File: src/rtl/mips_ctrl_pkg.sv
// Shared constants for the multicycle MIPS control path: opcodes, FSM state
// encodings and the datapath select values driven by the controller.
package mips_ctrl_pkg;

    localparam int OP_WIDTH = 6;

    localparam logic [5:0] OP_RTYPE = 6'b000000;
    localparam logic [5:0] OP_J     = 6'b000010;
    localparam logic [5:0] OP_BEQ   = 6'b000100;
    localparam logic [5:0] OP_BNE   = 6'b000101;
    localparam logic [5:0] OP_ADDI  = 6'b001000;
    localparam logic [5:0] OP_SLTI  = 6'b001010;
    localparam logic [5:0] OP_ANDI  = 6'b001100;
    localparam logic [5:0] OP_ORI   = 6'b001101;
    localparam logic [5:0] OP_LW    = 6'b100011;
    localparam logic [5:0] OP_SW    = 6'b101011;

    localparam logic [1:0] ALU_OP_ADD   = 2'd0;
    localparam logic [1:0] ALU_OP_SUB   = 2'd1;
    localparam logic [1:0] ALU_OP_FUNCT = 2'd2;
    localparam logic [1:0] ALU_OP_IMM   = 2'd3;

    localparam logic [1:0] ALU_SRC_B_REG    = 2'd0;
    localparam logic [1:0] ALU_SRC_B_FOUR   = 2'd1;
    localparam logic [1:0] ALU_SRC_B_IMM    = 2'd2;
    localparam logic [1:0] ALU_SRC_B_IMM_SH = 2'd3;

    localparam logic [1:0] PC_SRC_ALU    = 2'd0;
    localparam logic [1:0] PC_SRC_ALUOUT = 2'd1;
    localparam logic [1:0] PC_SRC_JUMP   = 2'd2;

    typedef enum logic [3:0] {
        S_FETCH    = 4'd0,
        S_DECODE   = 4'd1,
        S_MEMADR   = 4'd2,
        S_MEMRD    = 4'd3,
        S_MEM_WB   = 4'd4,
        S_MEMWR    = 4'd5,
        S_RTYPE_EX = 4'd6,
        S_RTYPE_WB = 4'd7,
        S_BR_EX    = 4'd8,
        S_IMM_EX   = 4'd9,
        S_IMM_WB   = 4'd10,
        S_JMP      = 4'd11
    } state_e;

endpackage

File: src/rtl/mips_ext_decode.sv
// Opcode to extension-mode decoder: logical immediates (andi, ori) want a
// zero-extended immediate, everything else sign-extends.
module mips_ext_decode
    import mips_ctrl_pkg::*;
#(
    parameter int OP_W = 6
) (
    input  logic [OP_W-1:0] opcode_i,
    output logic            ext_arith_o
);

    // Zero-extend only for the logical immediate ops.
    always_comb begin
        ext_arith_o = 1'b1;
        if ((opcode_i == OP_ANDI) || (opcode_i == OP_ORI)) begin
            ext_arith_o = 1'b0;
        end
    end

endmodule

File: src/rtl/multicycle_control.sv
// Main control FSM for the multicycle MIPS datapath. Outputs are decoded from
// the current state, with memory-ready, branch-zero and opcode qualifiers.
module multicycle_control
    import mips_ctrl_pkg::*;
#(
    parameter int OP_W = 6
) (
    input  logic            clk,
    input  logic            reset,
    input  logic [OP_W-1:0] opcode,
    input  logic            zero,
    input  logic            mem_ready,
    output logic            mem_req,
    output logic            mem_write,
    output logic            iord,
    output logic            ir_write,
    output logic            pc_write,
    output logic [1:0]      pc_src,
    output logic            reg_write,
    output logic            reg_dst,
    output logic            mem_to_reg,
    output logic            alu_src_a,
    output logic [1:0]      alu_src_b,
    output logic [1:0]      alu_op,
    output logic            ext_arith,
    output logic            illegal,
    output logic [3:0]      state_dbg
);

    state_e state_q;
    state_e state_d;
    logic   extArithDec;

    mips_ext_decode #(
        .OP_W (OP_W)
    ) u_ext_decode (
        .opcode_i    (opcode),
        .ext_arith_o (extArithDec)
    );

    // State register; reset returns the controller to instruction fetch.
    always_ff @(posedge clk) begin
        if (reset) begin
            state_q <= S_FETCH;
        end else begin
            state_q <= state_d;
        end
    end

    // Next-state and output decode; reset forces every output low that cycle.
    always_comb begin
        state_d    = state_q;
        mem_req    = 1'b0;
        mem_write  = 1'b0;
        iord       = 1'b0;
        ir_write   = 1'b0;
        pc_write   = 1'b0;
        pc_src     = PC_SRC_ALU;
        reg_write  = 1'b0;
        reg_dst    = 1'b0;
        mem_to_reg = 1'b0;
        alu_src_a  = 1'b0;
        alu_src_b  = ALU_SRC_B_REG;
        alu_op     = ALU_OP_ADD;
        illegal    = 1'b0;
        ext_arith  = 1'b0;
        state_dbg  = 4'd0;

        if (reset) begin
            state_d = S_FETCH;
        end else begin
            ext_arith = extArithDec;
            state_dbg = state_q;
            case (state_q)
                S_FETCH: begin
                    mem_req   = 1'b1;
                    alu_src_b = ALU_SRC_B_FOUR;
                    if (mem_ready) begin
                        ir_write = 1'b1;
                        pc_write = 1'b1;
                        state_d  = S_DECODE;
                    end
                end
                S_DECODE: begin
                    alu_src_b = ALU_SRC_B_IMM_SH;
                    case (opcode)
                        OP_LW, OP_SW:                      state_d = S_MEMADR;
                        OP_RTYPE:                          state_d = S_RTYPE_EX;
                        OP_BEQ, OP_BNE:                    state_d = S_BR_EX;
                        OP_ADDI, OP_SLTI, OP_ANDI, OP_ORI: state_d = S_IMM_EX;
                        OP_J:                              state_d = S_JMP;
                        default: begin
                            illegal = 1'b1;
                            state_d = S_FETCH;
                        end
                    endcase
                end
                S_MEMADR: begin
                    alu_src_a = 1'b1;
                    alu_src_b = ALU_SRC_B_IMM;
                    if (opcode == OP_LW) begin
                        state_d = S_MEMRD;
                    end else if (opcode == OP_SW) begin
                        state_d = S_MEMWR;
                    end else begin
                        state_d = S_FETCH;
                    end
                end
                S_MEMRD: begin
                    mem_req = 1'b1;
                    iord    = 1'b1;
                    if (mem_ready) begin
                        state_d = S_MEM_WB;
                    end
                end
                S_MEM_WB: begin
                    reg_write  = 1'b1;
                    mem_to_reg = 1'b1;
                    state_d    = S_FETCH;
                end
                S_MEMWR: begin
                    mem_req   = 1'b1;
                    mem_write = 1'b1;
                    iord      = 1'b1;
                    if (mem_ready) begin
                        state_d = S_FETCH;
                    end
                end
                S_RTYPE_EX: begin
                    alu_src_a = 1'b1;
                    alu_op    = ALU_OP_FUNCT;
                    state_d   = S_RTYPE_WB;
                end
                S_RTYPE_WB: begin
                    reg_write = 1'b1;
                    reg_dst   = 1'b1;
                    state_d   = S_FETCH;
                end
                S_BR_EX: begin
                    alu_src_a = 1'b1;
                    alu_op    = ALU_OP_SUB;
                    pc_src    = PC_SRC_ALUOUT;
                    if (opcode == OP_BEQ) begin
                        pc_write = zero;
                    end else if (opcode == OP_BNE) begin
                        pc_write = ~zero;
                    end
                    state_d = S_FETCH;
                end
                S_IMM_EX: begin
                    alu_src_a = 1'b1;
                    alu_src_b = ALU_SRC_B_IMM;
                    alu_op    = ALU_OP_IMM;
                    state_d   = S_IMM_WB;
                end
                S_IMM_WB: begin
                    reg_write = 1'b1;
                    state_d   = S_FETCH;
                end
                S_JMP: begin
                    pc_write = 1'b1;
                    pc_src   = PC_SRC_JUMP;
                    state_d  = S_FETCH;
                end
                default: begin
                    ext_arith = 1'b0;
                    state_dbg = 4'd0;
                    state_d   = S_FETCH;
                end
            endcase
        end
    end

endmodule

File: config.mk
export PLATFORM = sky130hd
export DESIGN_NAME = multicycle_control
export DESIGN_NICKNAME = d
export VERILOG_FILES = /design/src/rtl/mips_ctrl_pkg.sv /design/src/rtl/mips_ext_decode.sv /design/src/rtl/multicycle_control.sv
export SDC_FILE = /design/constraint.sdc
export NUM_CORES = 1
export LEC_CHECK = 0
export ABC_AREA = 1
export BUFFER_PORTS_ARGS = -buffer_cell sky130_fd_sc_hd__clkbuf_2
export CAP_MARGIN = 20
export CORE_MARGIN = 4
export CORE_UTILIZATION = 45
export DETAILED_ROUTE_END_ITERATION = 12
export PLACE_DENSITY = 0.76
export SLEW_MARGIN = 20
export SYNTH_ARGS = -nofsm -noshare
export SYNTH_HDL_FRONTEND = slang
export SYNTH_SLANG_ARGS = --single-unit
File: constraint.sdc
create_clock -name clk -period 1.5 [get_ports clk]
set_input_delay 0.075 -clock clk [delete_from_list [all_inputs] [get_ports clk]]
set_output_delay 0.075 -clock clk [all_outputs]
set_load 0.01 [all_outputs]
# Word-level counts from Yosys, hierarchy flattened
# Index checks and enable logic that the tools add are counted.
[word_totals]
register_bits = 4
inputBits = 10
word_cells = 81
[classes]
eq_ne = 23
muxes = 42
n_bitwise = 1
reduce_logical = 14
[op_table]
columns = ["cell", "count"]
rows = [
  ["$pmux 4 s7", 1],
  ["$mux 1", 26],
  ["$eq 6x4->1 const B", 4],
  ["$mux 4", 5],
  ["$pmux 4 s5", 1],
  ["$eq 4x3->1 const B", 4],
  ["$eq 4x4->1 const B", 4],
  ["$eq 6x3->1 const B", 2],
  ["$eq 6x6->1 const B", 2],
  ["$pmux 2 s3", 2],
  ["$reduce_or 12->1", 1],
  ["$reduce_or 10->1", 1],
  ["$eq 4x2->1 const B", 2],
  ["$reduce_or 2->1", 4],
  ["$reduce_or 4->1", 2],
  ["$eq 6x2->1 const B", 1],
  ["$logic_not 6->1", 1],
  ["$mux 2", 3],
  ["$mux 3", 2],
  ["$ne 2x2->1 const B", 3],
  ["$reduce_or 3->1", 2],
  ["$eq 4x1->1 const B", 1],
  ["$logic_not 4->1", 1],
  ["$pmux 2 s2", 1],
  ["other kinds (4)", 4],
]

# Logic depth before layout (Yosys ltp)
# Gate-level depths: netlist of run 1.
[logic_depth]
word_depth = 5
depth_mapped = 9
depth_no_buf = 9

# Cells and area by module
# A second synthesis of run 1 with hierarchy kept.
[hier_totals]
hier_cells = 130
hier_area_um2 = 693.2
[by_module_without_submodules]
columns = ["module", "n_inst", "cells_each", "area_each_um2", "seq_area_each_um2"]
rows = [
  ["multicycle_control", 1, 125, 673.1, 80.1],
  ["mips_ext_decode", 1, 5, 20.0, 0.0],
]

# Worst setup path after synthesis of run 1
# OpenSTA, ideal clock, no wires.
[synth_timing]
path_type = "flip-flop to output port"
startpoint = "register state_q[1]"
endpoint = "output port illegal"
t_arrival_ns = 1.191
required_time_ns = 1.425
setup_slack_ns = 0.234
stages_incl_launch_ff = 6
path_buffers = 0
path_cell_list = "dfxtp_1 > inv_4 > nand2_4 > nor2_2 > nand2_1 > nor4_1"
[synth_via]
elab_chain_len = 3
[synth_lines]
columns = ["item", "line", "text"]
rows = [
  ["start: declaration", "multicycle_control.sv:30", "state_e state_q;"],
  ["start signal: assignment", "multicycle_control.sv:46", "state_q <= state_d;"],
  ["$eq 4x1->1", "multicycle_control.sv:74", "case (state_q)"],
  ["$mux 1", "multicycle_control.sv:74", ""],
  ["$mux 1", "multicycle_control.sv:69", "if (reset) begin"],
  ["end: declaration", "multicycle_control.sv:26", "output logic illegal,"],
]
# Every way passes these cells.

# Worst setup path after layout of run 1
[layout_timing]
startpoint = "register state_q[3]"
endpoint = "output port alu_src_a"
[layout_via]
elab_chain_len = 4
[layout_lines]
columns = ["item", "line", "text"]
rows = [
  ["$eq 4x4->1, or another cell as far along", "multicycle_control.sv:74", ""],
  ["$reduce_or 4->1 (no line) *", "n/a", ""],
  ["$mux 1 *", "multicycle_control.sv:74", ""],
  ["$mux 1 *", "multicycle_control.sv:69", ""],
  ["end: declaration", "multicycle_control.sv:22", "output logic alu_src_a,"],
]
# Every way passes the cells marked *; elsewhere a longest branch is shown, timed or not.

==> metrics.yaml, run 1 <==
layout:
  diodes: 0
  regMostFlops: "state_q"
  mostFrequentLayoutCells: "26 x clkbuf_2, 21 x nand2_1, 17 x nor2_1"
  nFillCells: 118
  largest_reg_flops: 4
  areaGrowthSynthToFinish_pct: 46.2
  final_nets: 171
  stdcell_count: 174
  drive_gt1_share_pct: 49.7
  layout_commonest_cell: "clkbuf_2"
  largestRegisters: "state_q x4"
floorplan:
  placementRows: 13
  core_area_um2: 1350
  start_util_pct: 49.8
  io_pins: 31
  die_w_um: 46.6
  die-area_um2: 2180
  die_height_um: 46.6
sta:
  clock_skew_ps: 3.66
  min_period_ps: 1450
  timing.slew.headroom_pct: 83.3
  fin_ws_ps: 53.5
  tns_ps: 0
  rsz0062_at_grt: "yes"
  timing.final.hold_violations: 0
  worst-slew-pin-transition_ps: 251
  whs_ps: 216
  setup_viol: 0
  fin_crit_sh_pct: 96.4
  drv_slew: 0
  fmax_mhz: 691
clocking:
  cts_hold_buf: 0
  cts_max_path_buffers: 2
  cts_tree: "built"
  cts-root-buf: "clkbuf_4"
  htree_levels: 1
  insertion_delay_ps: 230
  cts_sinks: 4
  clkTransAtPathRegs_ps: 40
  numCtsBuffers: 3
pwr:
  power_density_nw_per_um2: 458
  leakagePower_uw: 0.000534
  total_power_uw: 450
  p_comb_share_pct: 42.3
  ir_drop_v: 0.000266
  p_int_uw: 270
  pwr-share-clk_pct: 29.7
  p_sw_share_pct: 40.0
  p_seq_share_pct: 28.0
  p_sw_uw: 180
yosys:
  ys_ff_latch: 4
  yosysWarnings: 0
  syn_nets: 131
  synth_area_leaders: "nand2_1 13%, nor2_1 12%, dfxtp_1 12%"
  synth_area_leader_cell: "nand2_1"
  yosys.area.top_type_share_pct: 12.8
  postSynthAreaPerCell_um2: 5.55
  ys_seq_area_share_pct: 11.9
  syn_inst: 121
  synth.distinct_cells: 25
  syn_area_um2: 672
worst_setup_path:
  cp_max_fo: 6
  critical_path_class: "flip-flop to output pin"
  worst_setup_path_end_kind: "output pin"
  critPathRequiredTime_ps: 1420
  worstPathArrival_ps: 1370
  startpoint_type: "flip-flop"
global_routing:
  grt_max_degree: 18
  antenna_found_initial: 0
  grt_pass1_wl_um: 3080
  grt_overflow: 0
  grt_pass1_vias: 747
  track_usage_pct: 20.0
run_status:
  outcome: "finished, final reports clean"
detailed_routing:
  drt_wl_total_um: 2080
  drc: 0
  drtIter0Drc: 18
  route.vias.total: 872
  drt_first_pass_iters: 4
  avgRoutedWirePerCell_um: 11.9
  ant_nets: 0
  via_per_inst: 5.01
place:
  hpwlAfterDp_um: 1610
  place_ws_ps: 14.5
  port_buffers: 30
  place.gp.congestion: 0.904
  dp.cells: 166
run:
  cap_viol_max_count: 0
hold_path:
  min_path_type: "primary input to flip-flop"
[path summary, 6_finish.rpt]
| path | startpoint | to | slack [ps] | cells past startpoint |
|---|---|---|---|---|
| worst max register to register | state_q[1]$_SDFFE_PP0P_ | state_q[1]$_SDFFE_PP0P_ | 260 | 9 |
| worst min register to register | state_q[0]$_SDFFE_PP0P_ | state_q[0]$_SDFFE_PP0P_ | 600 | 2 |
| worst max-delay path | state_q[3]$_SDFFE_PP0P_ | alu_src_a | 50 | 8 |
| worst min-delay path | opcode[3] | state_q[2]$_SDFFE_PP0P_ | 220 | 5 |
[timing repair]
action                                  in CTS  in global routing
resized for setup                           12                 17
buffers inserted                             1                  4
cloned                                       0                  0
pin swaps                                    0                  6
endpoints found under the setup margin       6                  5
[critical path: stages (launching register included)]
cell and delay, ps:
dfxtp_4 370, inv_6 50, nor2_4 140, inv_4 70
nor2_4 80, nor2_2 50, buf_4 130, a21oi_2 110
buf_2 130
[cell type report]
type | count | area (um2) | area share, %
clock buffer | 3 | 22.5 | 2.29
multi-input combinational | 95 | 554 | 56.4
tap | 15 | 18.8 | 1.91
inverter | 19 | 81.3 | 8.28
timing repair buffer | 38 | 210 | 21.4
sequential | 4 | 95.1 | 9.68
[power by group through the flow]
stage	clock network (uW)	registers (uW)	logic, uW
global placement	0	127	168
floorplan	0	115	131
finish	134	126	190
detailed placement	0	128	172
CTS	135	128	178
global route	148	127	209
[kinds of logic (layout without fill, tap and decap cells)]
logic type / Yosys count / in the layout / share of synthesized area (%)
compound gates: 11 / 11 / 9.87
simple gates: 84 / 84 / 65.0
flops: 4 / 4 / 11.9
buf+inv: 22 / 60 / 13.2
[routing by layer]
layer,vias to the layer above,wire (um),global-route usage [%]
met5,-,0,0
met4,0,36,8.84
met3,4,92,3.52
met2,27,1070,36.0
met1,381,874,22.6
li1,460,-,-
[synth_stat cells]
library cell,number
a21oi_1,4
a21oi_2,2
a31oi_1,1
buf_4,1
clkbuf_1,2
dfxtp_1,4
inv_1,13
inv_2,5
inv_4,1
nand2_1,23
nand2_2,3
nand2_4,4
nand3_1,13
nand3_2,1
nand4_1,1
nor2_1,22
nor2_2,6
nor2_4,2
nor2_8,1
nor3_1,6
nor4_1,1
o211ai_1,1
o21ai_0,2
o21ai_1,1
or2_2,1
[metrics by stage]
| stage | area (um2) | utilization (%) |
|---|---|---|
| 2_1_floorplan | 672 | - |
| 3_5_place_dp | 848 | 62.8 |
| 4_1_cts | 911 | 67.5 |
| 3_3_place_gp | 848 | 62.8 |
| 5_1_grt | 982 | 72.8 |
| 6_report | 982 | 72.8 |
(Power assumes the default switching activity.)
==> run 2: changes to the inputs <==
--- a/config.mk
+++ b/config.mk
@@ -8,7 +8,6 @@
 export ABC_AREA = 1
 export BUFFER_PORTS_ARGS = -buffer_cell sky130_fd_sc_hd__clkbuf_2
 export CAP_MARGIN = 20
-export CORE_MARGIN = 4
 export CORE_UTILIZATION = 45
 export DETAILED_ROUTE_END_ITERATION = 12
 export PLACE_DENSITY = 0.76
==> constraint.sdc (replaced) <==
create_clock -name clk -period 1.5 [get_ports clk]
set_input_delay 0.375 -clock clk [delete_from_list [all_inputs] [get_ports clk]]
set_output_delay 0.375 -clock clk [all_outputs]
set_load 0.01 [all_outputs]
==> run 2 against run 1 <==
  * The run now fails in global routing (5_1_grt)
  * Synthesized cell count is the same
  * Area after synthesis unchanged
==> metrics.yaml, run 2 <==
yosys:
  ys_ff_latch: 4  # unchanged
  syn_area_um2: 672  # unchanged
  synth_simple_gate_area_share_pct: 65.0  # unchanged
  synth_xor_area_share_pct: 0  # unchanged
  yosysWarnings: 0  # unchanged
  synth_compound_area_share_pct: 9.87  # unchanged
  postSynthAreaPerCell_um2: 5.55  # unchanged
  synth_most_common_cell: "nand2_1"
  synth_edf_count: 0  # unchanged
  ys_top_cells_by_count: "23 x nand2_1, 22 x nor2_1, 13 x inv_1, 13 x nand3_1"
  yosys.area.top_type_share_pct: 12.8  # unchanged
  synth.distinct_cells: 25  # unchanged
  synthMuxAreaShare_pct: 0  # unchanged
  synthFlopType: "dfxtp_1"
  syn_inst: 121  # unchanged
  synth_area_leader_cell: "nand2_1"
  synth_adder_area_share_pct: 0  # unchanged
  ys_seq_area_share_pct: 11.9  # unchanged
  syn_nets: 131  # unchanged
  async_flop_share_pct: 0  # unchanged
  synth_area_leaders: "nand2_1 13%, nor2_1 12%, dfxtp_1 12%"
  synth_top_family_by_area: "simple AND/OR/NAND/NOR gates"
floorplan:
  die_w_um: 40.6  # -13%
  die_height_um: 40.6  # -13%
  placementRows: 13  # unchanged
  io_pins: 31  # unchanged
  start_util_pct: 49.8  # unchanged
place:
  dp.cells: 194  # +17%
  hpwlAfterDp_um: 1680  # +4.5%
  place.gp.congestion: 0.878  # -2.8%
  port_buffers: 30  # unchanged
global_routing:
  grt_max_degree: 18
sta:
  endpoint_type: "primary output"
  crit_endpoint: "pc_write"
clocking:
  htree_levels: 1  # unchanged
  cts_sinks: 4  # unchanged
  cts-root-buf: "clkbuf_4"
  numCtsBuffers: 3  # unchanged
  cts_max_path_buffers: 2  # unchanged
  cts_hold_buf: 0  # unchanged
run_status:
  outcome: "stopped before the end"
  error_line: "[ERROR DPL-0038] Utilization greater than 100%, impossible to legalize"
  stop_stage: "global routing (5_1_grt)"
-- run 2: cell counts after synthesis --
No cell type changed its count.
-- run 2: through the flow --
stage	worst slack (ps)	TNS [ps]	area [um2]	util, %	hold slack [ps]
2_1_floorplan	5.72	0	678	-	601
3_3_place_gp	-76.0	-248	1060	78.9	728
3_5_place_dp	-89.1	-381	1060	78.9	747
4_1_cts	-203	-1850	1210	89.5	500
-- run 2: repair_timing --
action                     CTS
resized for setup           29
pin swaps                    6
setup endpoints to repair   21
setup buffers                4
hold endpoints to repair     0
-- run 2: logic make-up after synthesis --
family | after synthesis
DFF | 4
AOI/OAI and AO/OA | 11
and+or+nand+nor | 84
buffers and inverters | 22
==> run 3: changes to the inputs <==
--- a/config.mk
+++ b/config.mk
@@ -8,9 +8,10 @@
 export ABC_AREA = 1
 export BUFFER_PORTS_ARGS = -buffer_cell sky130_fd_sc_hd__clkbuf_2
 export CAP_MARGIN = 20
-export CORE_UTILIZATION = 45
+export CORE_AREA = 2 2 63 65
 export DETAILED_ROUTE_END_ITERATION = 12
-export PLACE_DENSITY = 0.76
+export DIE_AREA = 0 0 65 67
+export PLACE_DENSITY_LB_ADDON = 0.15
 export SLEW_MARGIN = 20
 export SYNTH_ARGS = -nofsm -noshare
 export SYNTH_HDL_FRONTEND = slang
==> run 3 against run 2 <==
  * The flow now finishes, with violations (setup timing)
==> metrics.yaml, run 3 (synthesized netlist as in run 1, its figures left out) <==
worst_setup_path:
  endpoint: "reg_write"
  r2r_start: "state_q[2]$_SDFFE_PP0P_"
  cp_max_fo: 6
  critPathLaunch: "state_q[0]$_SDFFE_PP0P_"
  startpoint_type: "flip-flop"
  r2r_end: "state_q[0]$_SDFFE_PP0P_"
  ff2ff_setup_slack_ps: 90
  reg2regPathDepth: 10
  worst_setup_path_end_kind: "output pin"
  worstPathArrival_ps: 1320
  critical_path_class: "flip-flop to output pin"
  critPathRequiredTime_ps: 1120
detailed_routing:
  ant_nets: 0
  drt_first_pass_iters: 4
  route.vias.total: 1042
  avgRoutedWirePerCell_um: 10.8
  drt_wl_total_um: 2680
  drtIter0Drc: 28
  via_per_inst: 4.20
  drc: 0
run_status:
  outcome: "finished, violations left"
  violations: "setup timing"
sta:
  setup_viol: 17
  fin_crit_sh_pct: 113
  fmax_mhz: 588
  rsz0062_at_grt: "yes"
  timing.final.hold_violations: 0
  timing.slew.headroom_pct: 81.7
  whs_ps: 546
  fin_ws_ps: -200
  min_period_ps: 1700
  drv_slew: 0
  worst-slew-pin-transition_ps: 275
  clock_skew_ps: 4.94
global_routing:
  track_usage_pct: 13.1
  grt_util_met3_pct: 1.86
  grt_pass1_wl_um: 4460
  grt_pass1_vias: 1037
  antenna_found_initial: 0
  grt_overflow: 0
  top_usage_layer: "met2"
  grtUsageMet2_pct: 24.9
  grtUsageMet1_pct: 15.7
  grt_max_degree: 18
floorplan:
  start_util_pct: 18.6  # -31 points
  die-area_um2: 4360
  core_area_um2: 3610
  placementRows: 22  # +9
  die_w_um: 65  # +60%
  die_height_um: 67  # +65%
  io_pins: 31  # unchanged
layout:
  diodes: 0
  post-route-util_pct: 43.5
  areaGrowthSynthToFinish_pct: 134
  largestRegisters: "state_q x4"
  drive_gt1_share_pct: 70.0
  largest_reg_flops: 4
  mostFrequentLayoutCells: "33 x buf_4, 18 x nand2_1, 18 x buf_2, 18 x buf_6, 15 x nor2_1"
  regMostFlops: "state_q"
  layout_commonest_cell: "buf_4"
  final_nets: 212
pwr:
  p_sw_uw: 232
  p_comb_share_pct: 47.5
  p_int_uw: 439
  total_power_uw: 671
  power_density_nw_per_um2: 427
  p_seq_share_pct: 18.5
  pwr-share-clk_pct: 33.9
  p_sw_share_pct: 34.6
  ir_drop_v: 0.000203
  leakagePower_uw: 0.000815
clocking:
  clkTransAtPathRegs_ps: 30
  cts_sinks: 4  # unchanged
  htree_levels: 1  # unchanged
  insertion_delay_ps: 220
  cts-root-buf: "clkbuf_8"
  cts_max_path_buffers: 2  # unchanged
  cts_tree: "built"
  numCtsBuffers: 3  # unchanged
hold_path:
  min_path_type: "primary input to flip-flop"
place:
  port_buffers: 30  # unchanged
  place.gp.congestion: 0.802  # -8.6%
  hpwlAfterDp_um: 2110  # +26%
run:
  cap_viol_max_count: 0
[run 3: layout make-up]
type	count	area (um2)
Inverter	19	81.3
Sequential cell	4	92.6
Tap cell	48	60.1
Fill cell	383	2040
Timing Repair Buffer	79	609
Multi-Input combinational cell	95	684
Clock buffer	3	41.3
[run 3: worst max-delay path, stage by stage, from the launching register on]
cell	delay (ps)
dfxtp_4	380
buf_6	140
nor2_8	90
buf_6	130
o211ai_1	90
a21oi_1	140
buf_2	150
[run 3: repair_timing]
action	in CTS	in global routing
gates resized for setup	45	51
hold buffers	0	0
setup buffers	7	3
endpoints found under the hold margin	0	0
pin swaps	14	15
endpoints found under the setup margin	19	23
[run 3: per-stage QoR]
step / cell area (um2) / setup slack [ps] / cells / TNS (ps)
6_report: 1570 / -200 / 248 / -1740
5_1_grt: 1570 / -261 / 248 / -2920
4_1_cts: 1450 / -186 / 247 / -1760
3_5_place_dp: 1180 / -132 / 237 / -684
3_3_place_gp: 1180 / -127 / 237 / -668
2_1_floorplan: 678 / 5.72 / 121 / 0
[run 3: power groups by stage]
stage | combinational [uW] | clock, uW | sequential (uW)
after floorplan | 133 | 0 | 115
after global placement | 255 | 0 | 122
after detailed placement | 254 | 0 | 122
after CTS | 297 | 227 | 126
after global routing | 346 | 243 | 126
final | 319 | 227 | 124
[run 3: how the worst min path moves through the flow]
stage / start / end / depth (start not counted)
5_1_grt: mem_ready / state_q[0]$_SDFFE_PP0P_ / 4
6_report: mem_ready / state_q[2]$_SDFFE_PP0P_ / 4
2_1_floorplan: state_q[2]$_SDFFE_PP0P_ / state_q[3]$_SDFFE_PP0P_ / 3
3_3_place_gp: state_q[0]$_SDFFE_PP0P_ / state_q[0]$_SDFFE_PP0P_ / 3
4_1_cts: mem_ready / state_q[2]$_SDFFE_PP0P_ / 4
3_5_place_dp: state_q[0]$_SDFFE_PP0P_ / state_q[0]$_SDFFE_PP0P_ / 3
[run 3: routing by layer]
| layer | vias up | part of all wire, % |
|---|---|---|
| li1 | 546 | - |
| met1 | 466 | 41 |
| met2 | 27 | 53 |
| met3 | 3 | 4.6 |
| met4 | 0 | 0.60 |
| met5 | - | 0 |
==> run 4: changes to the inputs <==
--- a/config.mk
+++ b/config.mk
@@ -12,6 +12,8 @@
 export DETAILED_ROUTE_END_ITERATION = 12
 export DIE_AREA = 0 0 65 67
 export PLACE_DENSITY_LB_ADDON = 0.15
+export REMOVE_ABC_BUFFERS = 1
+export SKIP_LAST_GASP = 1
 export SLEW_MARGIN = 20
 export SYNTH_ARGS = -nofsm -noshare
 export SYNTH_HDL_FRONTEND = slang
==> run 4 against run 3 <==
  * Hold slack better by 16 ps
  * The flow still finishes with violations (setup timing)
  * Critical path depth up 2
  * Critical endpoint is now alu_src_a
  * Sequential share of layout area shrank 0.30 points
  * Combinational power grew 2%
  * Global-route usage down 0.097 points
  * Via count up 5.8%
  * Clock skew shrank 4.8 ps
  * Largest cell class unchanged
  * Fmax decreased by 0.86%
==> metrics.yaml, run 4 (synthesized netlist as in run 1, its figures left out) <==
worst_setup_path:
  cp_max_fo: 4  # -2
  critPathRequiredTime_ps: 1120  # about the same
  r2r_end: "state_q[2]$_SDFFE_PP0P_"
  r2r_start: "state_q[3]$_SDFFE_PP0P_"
  critPathLaunch: "state_q[1]$_SDFFE_PP0P_"
  endpoint: "alu_src_a"
  critical_path_class: "flip-flop to output pin"
  worstPathArrival_ps: 1340  # +20 ps
  reg2regPathDepth: 12  # +2
  ff2ff_setup_slack_ps: 70  # -20 ps
  startpoint_type: "flip-flop"
  worst_setup_path_end_kind: "output pin"
run_status:
  violations: "setup timing"
  outcome: "finished, violations left"
pwr:
  p_sw_uw: 235  # +1.3%
  total_power_uw: 671  # about the same
  pwr-share-clk_pct: 33.7  # -0.2 points
  p_seq_share_pct: 17.8  # -0.7 points
  p_sw_share_pct: 35.0  # +0.45 points
  power_density_nw_per_um2: 406  # -5.0%
  p_int_uw: 436  # -0.69%
  leakagePower_uw: 0.000854  # +4.8%
  ir_drop_v: 0.000194  # -4.8%
  p_comb_share_pct: 48.5  # +1.0 points
sta:
  min_period_ps: 1710  # +14.7 ps
  worst-slew-pin-transition_ps: 246  # -28.7 ps
  fin_ws_ps: -215  # -14.7 ps
  timing.final.hold_violations: 0  # unchanged
  rsz0062_at_grt: "yes"
  fin_crit_sh_pct: 114  # +0.98 points
  timing.slew.headroom_pct: 83.6  # +1.9 points
  drv_slew: 0  # unchanged
  fmax_mhz: 583  # -0.86%
  clock_skew_ps: 0.189  # -4.75 ps
  setup_viol: 15  # -2
  whs_ps: 561  # +15.5 ps
layout:
  mostFrequentLayoutCells: "45 x buf_4, 19 x buf_2, 17 x buf_6"
  largest_reg_flops: 4  # unchanged
  regMostFlops: "state_q"
  final_nets: 221  # +4.2%
  layout_commonest_cell: "buf_4"
  areaGrowthSynthToFinish_pct: 146
  stdcell_count: 257  # +3.6%
  diodes: 0  # unchanged
  drive_gt1_share_pct: 77.0  # +7.0 points
  largestRegisters: "state_q x4"
place:
  place.gp.congestion: 0.869  # +8.3%
  port_buffers: 30  # unchanged
  dp.cells: 242  # +2.1%
  hpwlAfterDp_um: 2150  # +2.0%
global_routing:
  antenna_found_initial: 0  # unchanged
  grt_pass1_vias: 1039  # +0.19%
  grt_max_degree: 18  # unchanged
  track_usage_pct: 13.0  # -0.097 points
  grt_pass1_wl_um: 4460  # unchanged
  grt_overflow: 0  # unchanged
clocking:
  clkTransAtPathRegs_ps: 30  # about the same
  cts_sinks: 4  # unchanged
  insertion_delay_ps: 220  # about the same
  cts_hold_buf: 0  # unchanged
  numCtsBuffers: 3  # unchanged
  cts_max_path_buffers: 2  # unchanged
  cts-root-buf: "clkbuf_8"
  cts_tree: "built"
  htree_levels: 1  # unchanged
detailed_routing:
  drc: 0  # unchanged
  avgRoutedWirePerCell_um: 11.3  # +4.7%
  via_per_inst: 4.29  # +2.1%
  drt_wl_total_um: 2910  # +8.5%
  ant_nets: 0  # unchanged
  drt_first_pass_iters: 4  # unchanged
  route.vias.total: 1102  # +5.8%
  drtIter0Drc: 33  # +18%
floorplan:
  start_util_pct: 18.6  # unchanged
  core_area_um2: 3610  # unchanged
  io_pins: 31  # unchanged
  die_w_um: 65  # unchanged
  die-area_um2: 4360  # unchanged
  die_height_um: 67  # unchanged
  placementRows: 22  # unchanged
run:
  cap_viol_max_count: 0  # unchanged
hold_path:
  hold_path_depth: 4  # unchanged
  min_path_type: "primary input to flip-flop"
-- run 4: cell type report --
type                            count  area, um2
Fill cell                         366       1950
Multi-Input combinational cell     95        719
Timing Repair Buffer               88        659
Sequential cell                     4       92.6
Inverter                           19       78.8
Tap cell                           48       60.1
Clock buffer                        3       41.3
-- run 4: what timing repair did --
item	CTS	global route
pin swaps	6	17
endpoints found under the setup margin	22	23
gates resized for setup	47	62
setup buffers	4	10
cloned	0	0
-- run 4: power groups by stage --
stage	clock network [uW]	logic (uW)	registers, uW
floorplan	0	109	126
global placement	0	257	120
detailed placement	0	257	120
CTS	232	289	118
global route	240	355	120
finish	226	325	119
-- run 4: critical path: stages, from the launching register on --
cell and delay (ps):
dfxtp_4 380, inv_4 50, buf_6 120, nor2_8 100
nand2_2 80, inv_2 80, nor2_4 50, a21oi_2 120
buf_2 140
-- run 4: through the flow --
| step | utilization [%] | cell area, um2 | setup slack, ps | TNS, ps |
|---|---|---|---|---|
| after floorplan | - | 657 | -184 | -184 |
| after global placement | 33.6 | 1210 | -143 | -632 |
| after detailed placement | 33.6 | 1210 | -155 | -616 |
| after CTS | 40.3 | 1450 | -198 | -1720 |
| after global routing | 45.8 | 1650 | -275 | -2810 |
| final | 45.8 | 1650 | -215 | -1750 |
-- run 4: worst min path at each step --
stage	start	to	slack [ps]
3_3_place_gp	state_q[0]$_SDFFE_PP0P_	state_q[0]$_SDFFE_PP0P_	720
5_1_grt	mem_ready	state_q[2]$_SDFFE_PP0P_	590
2_1_floorplan	reset	state_q[0]$_SDFFE_PP0P_	440
6_report	mem_ready	state_q[2]$_SDFFE_PP0P_	560
4_1_cts	mem_ready	state_q[2]$_SDFFE_PP0P_	540
3_5_place_dp	state_q[0]$_SDFFE_PP0P_	state_q[0]$_SDFFE_PP0P_	730
-- run 4: per-layer routing --
metal	share of wire, %	vias to the layer above	global-route usage, %
li1	-	561	-
met1	42	513	15.5
met2	53	24	25.0
met3	3.4	4	0.845
met4	1.3	0	3.46
met5	0	-	0
